## src/rtl/bus_arbiter_2m.sv

```systemverilog
// rtl/bus_arbiter_2m.sv - two-master round-robin bus arbiter with hold timeout
// Grants are held until done or withdrawal; a hung owner is force-released after TIMEOUT cycles.
module bus_arbiter_2m #(
   parameter int TIMEOUT = 16,
   parameter int CNT_W   = 5
) (
   input  logic clk,
   input  logic rst,
   input  logic req1,
   input  logic req2,
   input  logic done,
   output logic grant1,
   output logic grant2,
   output logic master_sel,
   output logic busy,
   output logic timeout_err,
   output logic err_master
);

   typedef enum logic [1:0] {IDLE, GNT1, GNT2} state_t;

   localparam logic [CNT_W-1:0] CNT_MAX = CNT_W'(TIMEOUT - 1);

   state_t           state;
   state_t           nxt;
   logic [CNT_W-1:0] cnt;
   logic             last;
   logic             rel;
   logic             tmo;

   // last: 0 = master1 served last, 1 = master2 served last
   function automatic state_t arb(input logic r1, input logic r2, input logic l);
      if (r1 && r2)
         return l ? GNT1 : GNT2;
      else if (r1)
         return GNT1;
      else if (r2)
         return GNT2;
      else
         return IDLE;
   endfunction

   always_comb begin
      nxt = state;
      rel = 1'b0;
      tmo = 1'b0;
      case (state)
         IDLE: nxt = arb(req1, req2, last);
         GNT1: begin
            if (done || !req1) begin
               rel = 1'b1;
               nxt = arb(req1, req2, 1'b0);
            end else if (cnt == CNT_MAX) begin
               rel = 1'b1;
               tmo = 1'b1;
               nxt = arb(1'b0, req2, 1'b0);
            end
         end
         GNT2: begin
            if (done || !req2) begin
               rel = 1'b1;
               nxt = arb(req1, req2, 1'b1);
            end else if (cnt == CNT_MAX) begin
               rel = 1'b1;
               tmo = 1'b1;
               nxt = arb(req1, 1'b0, 1'b1);
            end
         end
         default: nxt = IDLE;
      endcase
   end

   always_ff @(posedge clk) begin
      if (rst) begin
         state       <= IDLE;
         grant1      <= 1'b0;
         grant2      <= 1'b0;
         master_sel  <= 1'b0;
         busy        <= 1'b0;
         timeout_err <= 1'b0;
         err_master  <= 1'b0;
         cnt         <= '0;
         last        <= 1'b1;
      end else begin
         state       <= nxt;
         grant1      <= (nxt == GNT1);
         grant2      <= (nxt == GNT2);
         busy        <= (nxt != IDLE);
         timeout_err <= tmo;
         // mux select only moves with a grant so it never glitches through IDLE
         if (nxt == GNT1)
            master_sel <= 1'b0;
         else if (nxt == GNT2)
            master_sel <= 1'b1;
         if (tmo)
            err_master <= (state == GNT2);
         if (rel)
            last <= (state == GNT2);
         if (rel || nxt != state)
            cnt <= '0;
         else if (state != IDLE)
            cnt <= cnt + 1'b1;
      end
   end

endmodule

```

## config.mk

```make
export PLATFORM = sky130hd
export DESIGN_NAME = bus_arbiter_2m
export DESIGN_NICKNAME = d
export VERILOG_FILES = /design/src/rtl/bus_arbiter_2m.sv
export SDC_FILE = /design/constraint.sdc
export NUM_CORES = 1
export LEC_CHECK = 0
export BUFFER_PORTS_ARGS = -buffer_cell sky130_fd_sc_hd__buf_4
export CAP_MARGIN = 20
export CORE_MARGIN = 2
export CORE_UTILIZATION = 40
export CTS_BUF_LIST = sky130_fd_sc_hd__clkbuf_16
export CTS_CLUSTER_DIAMETER = 50
export DETAILED_ROUTE_END_ITERATION = 10
export GPL_ROUTABILITY_DRIVEN = 0
export PLACE_DENSITY = 0.54
export SYNTH_ARGS = -nofsm -noshare
export SYNTH_HDL_FRONTEND = slang
export SYNTH_SLANG_ARGS = --single-unit
```

## constraint.sdc

```tcl
create_clock -name clk -period 5 [get_ports clk]
set_input_delay 1 -clock clk [delete_from_list [all_inputs] [get_ports clk]]
set_output_delay 1 -clock clk [all_outputs]
set_load 0.02 [all_outputs]
```

==> results.sh <==
export IMPL_post_cts_buffers=0
export IMPL_p_leak_nw=0.415
export IMPL_setup_viol=0
export IMPL_drive_above_1_share_pct=22.6
export IMPL_h_tree_depth=1
export IMPL_final_cell_mix="dfxtp_1 (14), buf_4 (10), inv_1 (8)"
export IMPL_drtIter0Drc=7
export IMPL_cts_tree="yes"
export IMPL_clk_pin_slew_ps=50
export IMPL_drv_max_cap_violation_count=0
export IMPL_worstPathMaxFanout=4
export IMPL_max_freq_ghz=0.454
export IMPL_utilization_pct=48.4
export IMPL_r2r_end="master_sel"
export IMPL_slew_violations=0
export IMPL_power_density_nw_per_um2=351
export IMPL_rrSetupSlack_ps=2800
export IMPL_tightest_slew_ps=388
export IMPL_post_route_period_util_pct=44.1
export IMPL_antenna_found_initial=0
export IMPL_min_period_ps=2200
export IMPL_netlist_area_um2=905
export IMPL_track_usage_pct=16.0
export IMPL_cts_resized=0
export IMPL_grt_max_degree=11
export IMPL_detail_route_antenna_nets=0
export IMPL_start_util_pct=41.7
export IMPL_finalHoldViolCount=0
export IMPL_synth_edff_count=0
export IMPL_cts_hold_buf=0
export IMPL_yosys_area_top_type="dfxtp_1"
export IMPL_ios=11
export IMPL_dieArea_um2=2660
export IMPL_wl_per_cell_um=13.5
export IMPL_endpoint_kind="flip-flop"
export IMPL_stdcell_count=134
export IMPL_syn_avg_cell_area_um2=9.42
export IMPL_die_h_um=51.6
export IMPL_cts_sinks=14
export IMPL_synth_ff_type="dfxtp_1"
export IMPL_portBuffers=10
export IMPL_syn2layout_area_growth_pct=16.0
export IMPL_netlist_top_cells_area="dfxtp_1 (31%), ha_1 (9.7%), mux2i_1 (5.5%), nor3_1 (3.9%), inv_1 (3.3%)"
export IMPL_syn_inst=96
export IMPL_num_vias=711
export IMPL_fp_dieW_um=51.6
export IMPL_yosysUniqueCellTypes=39
export IMPL_outcome="finished, final reports clean"
export IMPL_grt_pass1_vias=687
export IMPL_ir_drop_mv=0.210
export IMPL_final_setup_skew_ps=0.889
export IMPL_dp_hpwl_um=1400
export IMPL_rsz0062_at_grt="no"
export IMPL_cts_buffers=3
export IMPL_yosysWarnings=0
export IMPL_startpoint_type="flip-flop"
export IMPL_fin_nets=119
export IMPL_finalWirelength_um=1810
export IMPL_critPathRequiredTime_ps=5160
export IMPL_worst_endpoint_arrival_ps=2360
export IMPL_synth_seq_area_share_pct=31.0
export IMPL_worstHoldPathType="reg2reg"
export IMPL_clock_path_buffers=2
export IMPL_crit_end="master_sel"
export IMPL_criticalPathCategory="reg2reg"
export IMPL_setup_tns_ps=0
export IMPL_dp_cells=130
export IMPL_timing_slew_headroom_pct=74.0
export IMPL_grt_pass1_wl_um=3080
export IMPL_r2r_start="cnt[0]"
export IMPL_synth_fp_nets=108
export IMPL_grt_overflow=0
export IMPL_dr_pass1_iters=4
export IMPL_vias_per_cell=5.31
export IMPL_synth_async_reset_ratio_pct=0
export IMPL_mostFrequentLayoutCell="dfxtp_1"
export IMPL_cp_startpoint="cnt[0]"
export IMPL_rows=17
export IMPL_synth_top_area_share_pct=31.0
export IMPL_ys_ff_latch=14
export IMPL_worstRegToRegCells=7
export IMPL_post_route_drc_count=0
export IMPL_total_power_uw=369
export IMPL_n_antenna_cell=0
export IMPL_cts_root_buf="clkbuf_16"
export IMPL_core_um2=2170
export IMPL_clk_latency_ps=240
==> how the worst min path moves through the flow <==
stage / depth (start not counted) / from / slack [ps] / to
final: 2 / err_master / 500 / err_master
after global routing: 2 / last / 550 / last
after CTS: 2 / err_master / 510 / err_master
after detailed placement: 2 / err_master / 500 / err_master
after global placement: 2 / err_master / 490 / err_master
after floorplan: 2 / last / 470 / last
==> layer usage <==
| metal | vias up | global-route usage, % | part of all wire (%) |
|---|---|---|---|
| met1 | 326 | 19.9 | 45 |
| met2 | 14 | 25.4 | 48 |
| li1 | 364 | - | - |
| met4 | 0 | 8.77 | 2.5 |
| met5 | - | 0 | 0 |
| met3 | 7 | 3.74 | 4.5 |
==> synth_stat cells, types with 2 or more instances <==
cell / n
nor3b_1: 2
o211ai_1: 3
mux2i_1: 5
nor3_1: 7
dfxtp_1: 14
buf_6: 2
and3_1: 2
nand2_1: 7
and2_1: 2
xor2_1: 2
ha_1: 7
o221ai_2: 2
nor2_1: 6
inv_1: 8
a31oi_2: 2
a21oi_1: 2
==> metrics by stage <==
| step | hold slack, ps | setup slack [ps] | cell area [µm²] |
|---|---|---|---|
| 2_1_floorplan | 473 | 2880 | 905 |
| 3_3_place_gp | 489 | 2660 | 971 |
| 3_5_place_dp | 495 | 2660 | 971 |
| 4_1_cts | 506 | 2800 | 1050 |
| 5_1_grt | 550 | 2640 | 1050 |
| 6_report | 497 | 2800 | 1050 |
==> cell type report <==
cell class                 instances  area (µm²)
sequential                        14         280
multi-input combinational         70         551
clock inverter                     1        3.75
tap                               28        35.0
fill                             208        1120
inverter                           8        30.0
timing repair buffer              10        75.1
clock buffer                       3        75.1
==> state kept, by name (all words and copies together) (netlist names) <==
name / flops
busy: 1
cnt: 5
err_master: 1
grant1: 1
grant2: 1
last: 1
master_sel: 1
state: 2
timeout_err: 1
==> worst max-delay path: stages (launching register included) <==
cell and delay, ps:
dfxtp_1 330, ha_1 210, and3_1 200, ha_1 260, nor3b_1 350, mux2i_1 350
o221ai_2 170, o31ai_1 240
==> report_power, final <==
part / internal (mW) / switching [mW] / leakage (nW)
combinational: 0.0362 / 0.0527 / 0.262
sequential: 0.121 / 0.00785 / 0.114
clock: 0.106 / 0.0455 / 0.0385
==> cell families after synthesis <==
kind of cell,share of synthesized area [%]
simple gates,21.3
compound gates,21.4
flops,31.0
buf+inv,8.16
fa+ha+maj,9.68
mux,5.53
xor+xnor,2.91
(Power assumes the default switching activity.)
